<file path="config.mk">
export PLATFORM = sky130hd
export DESIGN_NAME = cla_seq_alu_ctrl
export DESIGN_NICKNAME = d
export VERILOG_FILES = /design/src/rtl/alu_pkg.sv /design/src/rtl/cla_seq_alu_ctrl_cla4.sv /design/src/rtl/cla_seq_alu_ctrl.sv
export SDC_FILE = /design/constraint.sdc
export NUM_CORES = 1
export LEC_CHECK = 0
export CAP_MARGIN = 20
export CORE_MARGIN = 10
export CORE_UTILIZATION = 30
export CTS_CLUSTER_DIAMETER = 150
export DETAILED_ROUTE_END_ITERATION = 12
export GPL_ROUTABILITY_DRIVEN = 0
export PLACE_DENSITY = 0.57
export SLEW_MARGIN = 20
export SYNTH_ARGS = -nofsm -noshare
export SYNTH_HDL_FRONTEND = slang
export SYNTH_HIERARCHICAL = 1
export SYNTH_SLANG_ARGS = --single-unit
</file>
<file path="constraint.sdc">
create_clock -name clk -period 5.9 [get_ports clk]
set_clock_uncertainty 0.2 [all_clocks]
set_input_delay 0.885 -clock clk [delete_from_list [all_inputs] [get_ports clk]]
set_output_delay 0.885 -clock clk [all_outputs]
set_load 0.01 [all_outputs]
</file>
<file path="src/rtl/alu_pkg.sv">
`default_nettype none
// ============================================================================
// Module   : alu_pkg
// Brief    : Shared encodings for the nibble-serial add/subtract sequencer.
// Revision : 1.0
// ============================================================================
package alu_pkg;

    localparam int NIBBLE_W = 4;

    localparam logic OP_ADD = 1'b0;
    localparam logic OP_SUB = 1'b1;

    typedef enum logic [1:0] {
        IDLE = 2'b00,
        RUN  = 2'b01,
        DONE = 2'b10
    } state_t;

endpackage : alu_pkg
`default_nettype wire

</file>
<file path="src/rtl/cla_seq_alu_ctrl_cla4.sv">
`default_nettype none
// ============================================================================
// Module   : cla_seq_alu_ctrl_cla4
// Brief    : 4-bit augmented carry-lookahead slice (sum plus block P/G).
// Revision : 1.0
// ============================================================================
module cla_seq_alu_ctrl_cla4
    import alu_pkg::*;
(
    input  logic [NIBBLE_W-1:0] in1,
    input  logic [NIBBLE_W-1:0] in2,
    input  logic                c_in,
    output logic [NIBBLE_W-1:0] sum,
    output logic                p,
    output logic                g
);

    logic [NIBBLE_W-1:0] w_p;
    logic [NIBBLE_W-1:0] w_g;
    logic [NIBBLE_W-1:0] w_c;

    assign w_p = in1 ^ in2;
    assign w_g = in1 & in2;

    // Internal carries in flattened lookahead form rather than rippled.
    assign w_c[0] = c_in;
    assign w_c[1] = w_g[0] | (w_p[0] & c_in);
    assign w_c[2] = w_g[1] | (w_p[1] & w_g[0]) | (w_p[1] & w_p[0] & c_in);
    assign w_c[3] = w_g[2] | (w_p[2] & w_g[1]) | (w_p[2] & w_p[1] & w_g[0])
                  | (w_p[2] & w_p[1] & w_p[0] & c_in);

    assign sum = w_p ^ w_c;
    assign p   = &w_p;
    assign g   = w_g[3] | (w_p[3] & w_g[2]) | (w_p[3] & w_p[2] & w_g[1])
               | (w_p[3] & w_p[2] & w_p[1] & w_g[0]);

endmodule : cla_seq_alu_ctrl_cla4
`default_nettype wire

</file>
<file path="src/rtl/cla_seq_alu_ctrl.sv">
`default_nettype none
// ============================================================================
// Module   : cla_seq_alu_ctrl
// Brief    : Nibble-serial add/subtract unit sharing one 4-bit CLA slice.
// Revision : 1.0
// ============================================================================
module cla_seq_alu_ctrl
    import alu_pkg::*;
#(
    parameter int WIDTH = 32
) (
    input  logic             clk,
    input  logic             rst_n,
    input  logic             start_valid,
    output logic             start_ready,
    input  logic [WIDTH-1:0] op_a,
    input  logic [WIDTH-1:0] op_b,
    input  logic             sub,
    output logic             res_valid,
    input  logic             res_ready,
    output logic [WIDTH-1:0] result,
    output logic             c_out,
    output logic             ovf,
    output logic             zero,
    output logic             busy
);

    localparam int NIB   = WIDTH / NIBBLE_W;
    localparam int IDX_W = (NIB > 1) ? $clog2(NIB) : 1;

    state_t                    r_state;
    logic [WIDTH-1:0]          r_a;
    logic [WIDTH-1:0]          r_b;
    logic [WIDTH-NIBBLE_W-1:0] r_sh;
    logic                      r_carry;
    logic [IDX_W-1:0]          r_idx;
    logic                      r_a_msb;
    logic                      r_b_msb;
    logic [WIDTH-1:0]          r_result;
    logic                      r_c_out;
    logic                      r_ovf;
    logic                      r_zero;
    logic                      r_res_valid;

    logic [NIBBLE_W-1:0]       w_sum;
    logic                      w_p;
    logic                      w_g;
    logic                      w_cout;
    logic [WIDTH-1:0]          w_full;
    logic                      w_last;

    cla_seq_alu_ctrl_cla4 u_slice (
        .in1  (r_a[NIBBLE_W-1:0]),
        .in2  (r_b[NIBBLE_W-1:0]),
        .c_in (r_carry),
        .sum  (w_sum),
        .p    (w_p),
        .g    (w_g)
    );

    assign w_cout = w_g | (w_p & r_carry);
    // New nibble enters at the top; on the last RUN edge this is the full result.
    assign w_full = {w_sum, r_sh};
    assign w_last = (r_idx == IDX_W'(NIB - 1));

    always_ff @(posedge clk) begin
        if (!rst_n) begin
            r_state     <= IDLE;
            r_a         <= '0;
            r_b         <= '0;
            r_sh        <= '0;
            r_carry     <= 1'b0;
            r_idx       <= '0;
            r_a_msb     <= 1'b0;
            r_b_msb     <= 1'b0;
            r_result    <= '0;
            r_c_out     <= 1'b0;
            r_ovf       <= 1'b0;
            r_zero      <= 1'b0;
            r_res_valid <= 1'b0;
        end else begin
            case (r_state)
                IDLE: begin
                    if (start_valid) begin
                        r_a     <= op_a;
                        r_b     <= (sub == OP_SUB) ? ~op_b : op_b;
                        r_carry <= (sub == OP_SUB);
                        r_idx   <= '0;
                        r_a_msb <= op_a[WIDTH-1];
                        r_b_msb <= (sub == OP_SUB) ? ~op_b[WIDTH-1] : op_b[WIDTH-1];
                        r_state <= RUN;
                    end
                end
                RUN: begin
                    r_a     <= {{NIBBLE_W{1'b0}}, r_a[WIDTH-1:NIBBLE_W]};
                    r_b     <= {{NIBBLE_W{1'b0}}, r_b[WIDTH-1:NIBBLE_W]};
                    r_sh    <= w_full[WIDTH-1:NIBBLE_W];
                    r_carry <= w_cout;
                    r_idx   <= r_idx + IDX_W'(1);
                    if (w_last) begin
                        r_result    <= w_full;
                        r_c_out     <= w_cout;
                        r_ovf       <= (r_a_msb == r_b_msb) && (w_full[WIDTH-1] != r_a_msb);
                        r_zero      <= (w_full == '0);
                        r_res_valid <= 1'b1;
                        r_state     <= DONE;
                    end
                end
                DONE: begin
                    if (res_ready) begin
                        r_res_valid <= 1'b0;
                        r_state     <= IDLE;
                    end
                end
                default: begin
                    r_res_valid <= 1'b0;
                    r_state     <= IDLE;
                end
            endcase
        end
    end

    assign start_ready = (r_state == IDLE);
    assign busy        = (r_state == RUN) || (r_state == DONE);
    assign res_valid   = r_res_valid;
    assign result      = r_result;
    assign c_out       = r_c_out;
    assign ovf         = r_ovf;
    assign zero        = r_zero;

endmodule : cla_seq_alu_ctrl
`default_nettype wire
</file>
==> impl_metrics.prom, run 1 <==
# TYPE chip_impl_metric gauge
chip_impl_metric{name="rows",unit=""} 51
chip_impl_info{name="synth.largest_area_cell",value="sky130_fd_sc_hd__dfxtp_1"} 1
chip_impl_metric{name="number_of_enable_type_register_cells_in_the_synthesized_netlist",unit=""} 0
chip_impl_metric{name="static_leakage",unit="uW"} 0.00279
chip_impl_metric{name="post_drt_wl_per_cell",unit="um"} 14.4
chip_impl_metric{name="route.detailed.vias_per_inst",unit=""} 4.60
chip_impl_info{name="startpoint_type_of_the_worst_setup_path",value="register"} 1
chip_impl_metric{name="die_h",unit="um"} 162
chip_impl_metric{name="clk_transition_reported_paths",unit="ns"} 0.06
chip_impl_info{name="cts.root.buffer_cell",value="sky130_fd_sc_hd__clkbuf_16"} 1
chip_impl_metric{name="r2r.worst_path.cells",unit=""} 6
chip_impl_metric{name="fillers",unit=""} 1979
chip_impl_info{name="endpoint_of_the_most_critical_register_to_register_path",value="result[24]"} 1
chip_impl_metric{name="synth_compound_gate_area_share",unit="%"} 15.1
chip_impl_metric{name="finish.utilization",unit="%"} 40.0
chip_impl_info{name="min-delay-path-class",value="reg2reg"} 1
chip_impl_metric{name="total_die_area",unit="um^2"} 26300
chip_impl_info{name="yosys-top-cells-area",value="sky130_fd_sc_hd__dfxtp_1, sky130_fd_sc_hd__nand2_1, sky130_fd_sc_hd__mux2i_1"} 1
chip_impl_metric{name="core",unit="um^2"} 19700
chip_impl_metric{name="async_flop_share",unit="%"} 0
chip_impl_metric{name="postRouteAntennaNets",unit=""} 0
chip_impl_metric{name="dpl_cell_area",unit="um^2"} 7210
chip_impl_info{name="synth.cells.most_frequent",value="sky130_fd_sc_hd__nand2_1, sky130_fd_sc_hd__dfxtp_1, sky130_fd_sc_hd__nor2_1"} 1
chip_impl_metric{name="area.growth.synth_to_final",unit="%"} 29.8
chip_impl_metric{name="max_slew.worst_pin.slew",unit="ns"} 0.905
chip_impl_metric{name="clock_sink_count",unit=""} 136
chip_impl_metric{name="ratio_of_cells_with_drive_above_1_in_the_final_layout",unit="%"} 6.75
chip_impl_metric{name="synth_cells",unit=""} 710
chip_impl_metric{name="register_bit_total_from_synthesis",unit=""} 136
chip_impl_metric{name="cts-resized-gates",unit=""} 0
chip_impl_metric{name="syn_area",unit="um^2"} 6070
chip_impl_metric{name="timing.critical_path.required",unit="ns"} 4.82
chip_impl_metric{name="track_usage",unit="%"} 11.7
chip_impl_metric{name="ctsHtreeMaxLevel",unit=""} 4
chip_impl_metric{name="ys_seq_area_share",unit="%"} 44.8
chip_impl_metric{name="postSynthAreaPerCell",unit="um^2"} 8.55
chip_impl_metric{name="yosysUniqueCellTypes",unit=""} 44
chip_impl_metric{name="initial_utilization",unit="%"} 30.8
chip_impl_metric{name="io_pins",unit=""} 107
chip_impl_metric{name="synth-adder-area-share",unit="%"} 2.18
chip_impl_metric{name="finalInstanceArea",unit="um^2"} 7880
chip_impl_metric{name="post-dp-hpwl",unit="um"} 10300
chip_impl_metric{name="post_synthesis_net_count",unit=""} 789
chip_impl_info{name="post-synth-top-count-cell",value="sky130_fd_sc_hd__nand2_1"} 1
chip_impl_metric{name="peakVddDrop",unit="mV"} 0.176
chip_impl_info{name="grt_setup_unrepaired",value="false"} 1
chip_impl_info{name="endpoint_kind",value="output pin"} 1
chip_impl_metric{name="post_cts_buffers",unit=""} 0
chip_impl_info{name="outcome",value="finished, final reports clean"} 1
chip_impl_metric{name="drt_iter0_drc",unit=""} 313
chip_impl_metric{name="portBuffers",unit=""} 106
chip_impl_metric{name="post_cts_hold_buffer_count",unit=""} 0
chip_impl_metric{name="post-route-drc-count",unit=""} 0
chip_impl_metric{name="finalSetupViolations",unit=""} 0
chip_impl_metric{name="max_cap_viol_count",unit=""} 0
chip_impl_metric{name="synthXorXnorAreaFrac",unit="%"} 5.19
chip_impl_metric{name="power.total",unit="uW"} 2720
chip_impl_metric{name="grt.overflow.total",unit=""} 0
chip_impl_metric{name="reg2reg_slack",unit="ns"} 3.11
chip_impl_metric{name="finalCriticalPeriod",unit="ns"} 3.13
chip_impl_metric{name="grt_antenna_before_repair",unit=""} 0
chip_impl_metric{name="p_per_area",unit="nW/um^2"} 344
chip_impl_metric{name="drt_pre_antenna_iters",unit=""} 4
chip_impl_info{name="worst_r2r_startpoint",value="r_state[1]"} 1
chip_impl_metric{name="achievable-frequency",unit="GHz"} 0.319
chip_impl_metric{name="post-synth-top-area-fraction",unit="%"} 44.8
chip_impl_metric{name="grt_max_degree",unit=""} 86
chip_impl_metric{name="yosys-mux-area-fraction",unit="%"} 10.6
chip_impl_metric{name="routed_wirelength",unit="um"} 15300
chip_impl_metric{name="grt_pass1_vias",unit=""} 4789
chip_impl_metric{name="antenna-diode-count",unit=""} 0
chip_impl_metric{name="clk-insertion-delay-late",unit="ns"} 0.42
chip_impl_metric{name="worst_slew_margin_rel",unit="%"} 39.7
chip_impl_metric{name="vias",unit=""} 4902
chip_impl_metric{name="num_cts_buffers",unit=""} 17
chip_impl_metric{name="global_route_wire_length_before_repair",unit="um"} 24900
chip_impl_metric{name="finalCritPeriodShare",unit="%"} 53.1
chip_impl_metric{name="fin_setup_tns",unit="ns"} 0
chip_impl_info{name="critical_path_class",value="reg2out"} 1
chip_impl_metric{name="cts.path.max_buffers",unit=""} 2
chip_impl_info{name="timing.critical_path.to",value="start_ready"} 1
chip_impl_metric{name="die_w",unit="um"} 162
chip_impl_info{name="setup.worst_path.start",value="r_state[0]"} 1
chip_impl_metric{name="crit_path_max_fanout",unit=""} 13
chip_impl_info{name="tritoncts",value="done"} 1
chip_impl_metric{name="finalMaxSlewViolations",unit=""} 0
chip_impl_metric{name="worstPathArrival",unit="ns"} 2.05
chip_impl_metric{name="finalNetCount",unit=""} 866
chip_impl_metric{name="timing_hold_violations_final",unit=""} 0
chip_impl_metric{name="simple_gate_fraction_of_synth_area",unit="%"} 16.4
chip_impl_info{name="synthFlopType",value="sky130_fd_sc_hd__dfxtp_1"} 1
chip_impl_metric{name="area.sequential",unit="um^2"} 2720
chip_impl_metric{name="multiInputGateArea",unit="um^2"} 3020
chip_impl_metric{name="yosysWarnings",unit=""} 6
chip_impl_info{name="synth_top_family_by_area",value="simple AND/OR/NAND/NOR gates"} 1
## sequential cells by signal, indices dropped and copies added, names as in the netlist
name / count
r_state: 2
r_sh: 28
r_b: 32
r_b_msb: 1
zero: 1
r_idx: 3
r_a: 32
res_valid: 1
ovf: 1
r_a_msb: 1
c_out: 1
result: 32
r_carry: 1
## report_power, final
| group | switching (uW) | internal (uW) |
|---|---|---|
| Sequential | 47.8 | 999 |
| Combinational | 295 | 230 |
| Clock | 410 | 734 |
## kinds of logic after synthesis
group,count (synthesis)
buf+inv,66
simple gates,250
xor+xnor,36
compound gates,150
fa+ha+maj,10
mux,62
flops,136
## routing by layer
layer | global-route usage (%) | up-vias | routed length (um)
met4 | 3.89 | 0 | 243
met2 | 17.0 | 94 | 6620
met3 | 4.40 | 18 | 895
li1 | - | 2577 | -
met1 | 15.5 | 2213 | 7540
met5 | 0 | - | 0
## placed cells by master, fill, tap and decap left out, types with 2 or more instances in the layout
| cell | count |
|---|---|
| sky130_fd_sc_hd__o22ai_1 | 2 |
| sky130_fd_sc_hd__inv_6 | 3 |
| sky130_fd_sc_hd__nor4_1 | 7 |
| sky130_fd_sc_hd__a211oi_1 | 25 |
| sky130_fd_sc_hd__clkbuf_16 | 17 |
| sky130_fd_sc_hd__a32oi_1 | 2 |
| sky130_fd_sc_hd__mux2_2 | 2 |
| sky130_fd_sc_hd__a22oi_1 | 9 |
| sky130_fd_sc_hd__ha_1 | 8 |
| sky130_fd_sc_hd__a211oi_2 | 4 |
| sky130_fd_sc_hd__a21o_1 | 2 |
| sky130_fd_sc_hd__clkinv_4 | 3 |
| sky130_fd_sc_hd__nor2_1 | 71 |
| sky130_fd_sc_hd__nand4_1 | 2 |
| sky130_fd_sc_hd__a21oi_1 | 67 |
| sky130_fd_sc_hd__o21ai_0 | 30 |
| sky130_fd_sc_hd__bufinv_16 | 4 |
| sky130_fd_sc_hd__a311oi_1 | 3 |
| sky130_fd_sc_hd__dfxtp_1 | 136 |
| sky130_fd_sc_hd__nand3_1 | 6 |
| sky130_fd_sc_hd__xor2_1 | 5 |
| sky130_fd_sc_hd__mux2i_1 | 58 |
| sky130_fd_sc_hd__clkbuf_8 | 2 |
| sky130_fd_sc_hd__clkdlybuf4s50_1 | 105 |
| sky130_fd_sc_hd__xnor2_1 | 31 |
| sky130_fd_sc_hd__buf_4 | 4 |
| sky130_fd_sc_hd__inv_1 | 12 |
| sky130_fd_sc_hd__clkinv_2 | 2 |
| sky130_fd_sc_hd__a221oi_1 | 2 |
| sky130_fd_sc_hd__nand2_1 | 154 |
## per-stage QoR
| step | cells | setup slack (ns) | hold slack, ns |
|---|---|---|---|
| 6_report | 1065 | 2.77 | 0.251 |
| 5_1_grt | 1065 | 2.63 | 0.265 |
| 4_1_cts | 1064 | 2.72 | 0.252 |
| 3_5_place_dp | 1032 | 2.59 | 0.243 |
| 3_3_place_gp | 1032 | 2.61 | 0.239 |
| 2_1_floorplan | 710 | 3.78 | 0.232 |
## how the worst min path moves through the flow
| stage | from | to | slack, ns | cells past startpoint |
|---|---|---|---|---|
| detailed placement | r_b[9] | r_b[9] | 0.24 | 2 |
| floorplan | r_b[10] | r_b[10] | 0.23 | 2 |
| global route | r_b[14] | r_b[14] | 0.26 | 2 |
| CTS | r_b[9] | r_b[9] | 0.25 | 2 |
| global placement | r_b[10] | r_b[10] | 0.24 | 2 |
| finish | result[12] | result[12] | 0.25 | 2 |
## layout make-up
type,count,share of cell area [%]
Clock inverter,13,2.41
Multi-Input combinational cell,508,38.3
Timing Repair Buffer,111,14.1
Tap cell,265,4.21
Sequential cell,136,34.5
Inverter,13,0.651
Clock buffer,19,5.75
## critical path: stages (launching register included)
cell and delay (ns):
sky130_fd_sc_hd__dfxtp_1 0.34, sky130_fd_sc_hd__inv_1 0.11, sky130_fd_sc_hd__ha_1 0.53, sky130_fd_sc_hd__clkdlybuf4s50_1 0.65
Note: power is estimated with default switching activity, not from simulation.
==> inputs of run 2 (changes only) <==
==> constraint.sdc (replaced) <==
create_clock -name clk -period 2.95 [get_ports clk]
set_clock_uncertainty 0.2 [all_clocks]
set_input_delay 0.4425 -clock clk [delete_from_list [all_inputs] [get_ports clk]]
set_output_delay 0.4425 -clock clk [all_outputs]
set_load 0.01 [all_outputs]
==> impl_metrics.prom, run 2 (same netlist as run 1, synthesis figures left out) <==
# TYPE chip_impl_metric gauge
chip_impl_metric{name="postRouteAntennaNets",unit=""} 0
chip_impl_metric{name="ratio_of_cells_with_drive_above_1_in_the_final_layout",unit="%"} 7.43
chip_impl_metric{name="finalCritPeriodShare",unit="%"} 90.4
chip_impl_metric{name="post-route-drc-count",unit=""} 0
chip_impl_metric{name="area.growth.synth_to_final",unit="%"} 30.4
chip_impl_metric{name="clock_sink_count",unit=""} 136
chip_impl_metric{name="wl_met3",unit="um"} 849
chip_impl_metric{name="vias",unit=""} 4871
chip_impl_metric{name="ctsHtreeMaxLevel",unit=""} 4
chip_impl_info{name="mostFrequentLayoutCells",value="sky130_fd_sc_hd__nand2_1, sky130_fd_sc_hd__dfxtp_1, sky130_fd_sc_hd__clkdlybuf4s50_1, sky130_fd_sc_hd__nor2_1, sky130_fd_sc_hd__a21oi_1"} 1
chip_impl_metric{name="post_drt_wl_per_cell",unit="um"} 13.9
chip_impl_metric{name="initial_utilization",unit="%"} 30.8
chip_impl_info{name="timing.hold.worst_endpoint",value="result[12]"} 1
chip_impl_info{name="min-delay-path-class",value="reg2reg"} 1
chip_impl_metric{name="global_route_wire_length_before_repair",unit="um"} 24300
chip_impl_metric{name="max_slew.worst_pin.slew",unit="ns"} 0.897
chip_impl_info{name="worst_r2r_startpoint",value="r_state[0]"} 1
chip_impl_metric{name="track_usage",unit="%"} 11.3
chip_impl_metric{name="io_pins",unit=""} 107
chip_impl_metric{name="core",unit="um^2"} 19700
chip_impl_metric{name="num_cts_buffers",unit=""} 17
chip_impl_metric{name="reg2reg_slack",unit="ns"} 0.62
chip_impl_metric{name="crit_path_max_fanout",unit=""} 13
chip_impl_metric{name="grt_pass1_vias",unit=""} 4723
chip_impl_metric{name="rows",unit=""} 51
chip_impl_metric{name="p_per_area",unit="nW/um^2"} 676
chip_impl_metric{name="min_delay_path_depth",unit=""} 2
chip_impl_metric{name="grt.overflow.total",unit=""} 0
chip_impl_info{name="endpoint_kind",value="output pin"} 1
chip_impl_info{name="critical-path-slowest-cell",value="sky130_fd_sc_hd__clkdlybuf4s50_1"} 1
chip_impl_metric{name="antenna-diode-count",unit=""} 0
chip_impl_metric{name="clk_transition_reported_paths",unit="ns"} 0.06
chip_impl_metric{name="die_h",unit="um"} 162
chip_impl_metric{name="drt_pre_antenna_iters",unit=""} 5
chip_impl_metric{name="grt_max_degree",unit=""} 63
chip_impl_info{name="layout.cells.most_common",value="sky130_fd_sc_hd__nand2_1"} 1
chip_impl_metric{name="peakVddDrop",unit="mV"} 0.384
chip_impl_metric{name="routed_wirelength",unit="um"} 14900
chip_impl_metric{name="achievable-frequency",unit="GHz"} 0.375
chip_impl_metric{name="finalSetupViolations",unit=""} 0
chip_impl_info{name="outcome",value="finished, final reports clean"} 1
chip_impl_metric{name="post_cts_buffers",unit=""} 0
chip_impl_metric{name="multiInputGateArea",unit="um^2"} 3020
chip_impl_metric{name="max_cap_viol_count",unit=""} 0
chip_impl_info{name="hold_path.startpoint",value="result[12]"} 1
chip_impl_info{name="dr.max_layer_used",value="met4"} 1
chip_impl_metric{name="total_die_area",unit="um^2"} 26300
chip_impl_metric{name="grt_antenna_before_repair",unit=""} 0
chip_impl_metric{name="power.total",unit="uW"} 5350
chip_impl_info{name="critical_path_class",value="reg2out"} 1
chip_impl_metric{name="finalMaxSlewViolations",unit=""} 0
chip_impl_info{name="grt_setup_unrepaired",value="false"} 1
chip_impl_metric{name="fin_setup_tns",unit="ns"} 0
chip_impl_metric{name="route.detailed.vias_per_inst",unit=""} 4.54
chip_impl_metric{name="route.layer.met1.wl",unit="um"} 7250
chip_impl_metric{name="finalNetCount",unit=""} 874
chip_impl_metric{name="worst_slew_margin_rel",unit="%"} 40.2
chip_impl_metric{name="drt_iter0_drc",unit=""} 266
chip_impl_metric{name="cts-resized-gates",unit=""} 0
chip_impl_metric{name="area.sequential",unit="um^2"} 2720
chip_impl_metric{name="timing.critical_path.required",unit="ns"} 2.31
chip_impl_metric{name="r2r.worst_path.cells",unit=""} 6
chip_impl_info{name="cts.root.buffer_cell",value="sky130_fd_sc_hd__clkbuf_16"} 1
chip_impl_metric{name="detailroute.wirelength.met2",unit="um"} 6620
chip_impl_metric{name="portBuffers",unit=""} 106
chip_impl_info{name="startpoint_type_of_the_worst_setup_path",value="register"} 1
chip_impl_info{name="endpoint_of_the_most_critical_register_to_register_path",value="r_carry"} 1
chip_impl_metric{name="fillers",unit=""} 2013
chip_impl_metric{name="post_cts_hold_buffer_count",unit=""} 0
chip_impl_metric{name="clk-insertion-delay-late",unit="ns"} 0.42
chip_impl_metric{name="worstPathArrival",unit="ns"} 2.02
chip_impl_metric{name="die_w",unit="um"} 162
chip_impl_info{name="crit_path_cell_trace",value="inv_1 > ha_1 > clkdlybuf4s50_1"} 1
chip_impl_metric{name="timing_hold_violations_final",unit=""} 0
chip_impl_metric{name="post-dp-hpwl",unit="um"} 10400
chip_impl_metric{name="static_leakage",unit="uW"} 0.00281
chip_impl_metric{name="cts.path.max_buffers",unit=""} 2
chip_impl_metric{name="finalCriticalPeriod",unit="ns"} 2.67
chip_impl_metric{name="finish.utilization",unit="%"} 40.2
chip_impl_info{name="tritoncts",value="done"} 1
chip_impl_metric{name="worst_path_largest_cell_delay",unit="ns"} 0.67
==> run 2: per-layer routing <==
metal  track usage (%)  vias up
met5                 0        -
met2              16.9       91
met3              4.04       15
met1              14.6     2184
met4              4.09        0
li1                  -     2581
==> run 2: metrics by stage <==
stage	instance area, um^2	setup WS (ns)	hold WS (ns)	std cells
floorplan	6070	0.831	0.232	710
global placement	7300	0.592	0.240	1041
detailed placement	7300	0.543	0.245	1041
CTS	7920	0.242	0.252	1073
global route	7920	0.156	0.262	1073
finish	7920	0.283	0.252	1073
==> run 2: worst max-delay path by stage <==
| stage | start | to | slack [ns] | cells past startpoint |
|---|---|---|---|---|
| after floorplan | r_a[2] | ovf | 0.83 | 6 |
| after global placement | rst_n | r_sh[8] | 0.59 | 4 |
| after detailed placement | start_valid | r_a[0] | 0.54 | 5 |
| after CTS | r_state[0] | start_ready | 0.24 | 3 |
| after global routing | r_state[0] | start_ready | 0.16 | 3 |
| final | r_state[0] | start_ready | 0.28 | 3 |
==> run 2: final cells by class <==
class,instances,area share [%]
inverter,13,0.648
tap,265,4.19
sequential,136,34.4
timing repair buffer,119,14.9
clock buffer,18,5.42
clock inverter,14,2.34
multi-input combinational,508,38.1
==> run 2: where the power goes <==
part           leakage (uW)  total [uW]  switching (uW)  internal (uW)
logic               0.00140        1050             582            472
registers           0.00111        2090            92.9           2000
clock network      0.000296        2210             857           1350
total               0.00281        5350            1530           3820
==> run 2: critical path: cells and delay by family (launching register included) <==
family	cells	cell delay, ns
adders and majority gates	1	0.50
DFF	1	0.33
buffers and inverters	2	0.77
==> inputs of run 3 (changes only) <==
--- a/config.mk
+++ b/config.mk
@@ -12,6 +12,7 @@
 export DETAILED_ROUTE_END_ITERATION = 12
 export GPL_ROUTABILITY_DRIVEN = 0
 export PLACE_DENSITY = 0.57
+export SKIP_LAST_GASP = 1
 export SLEW_MARGIN = 20
 export SYNTH_ARGS = -nofsm -noshare
 export SYNTH_HDL_FRONTEND = slang
==> results of run 3 <==
The final DEF is identical to that of run 2; final timing and power are the same.
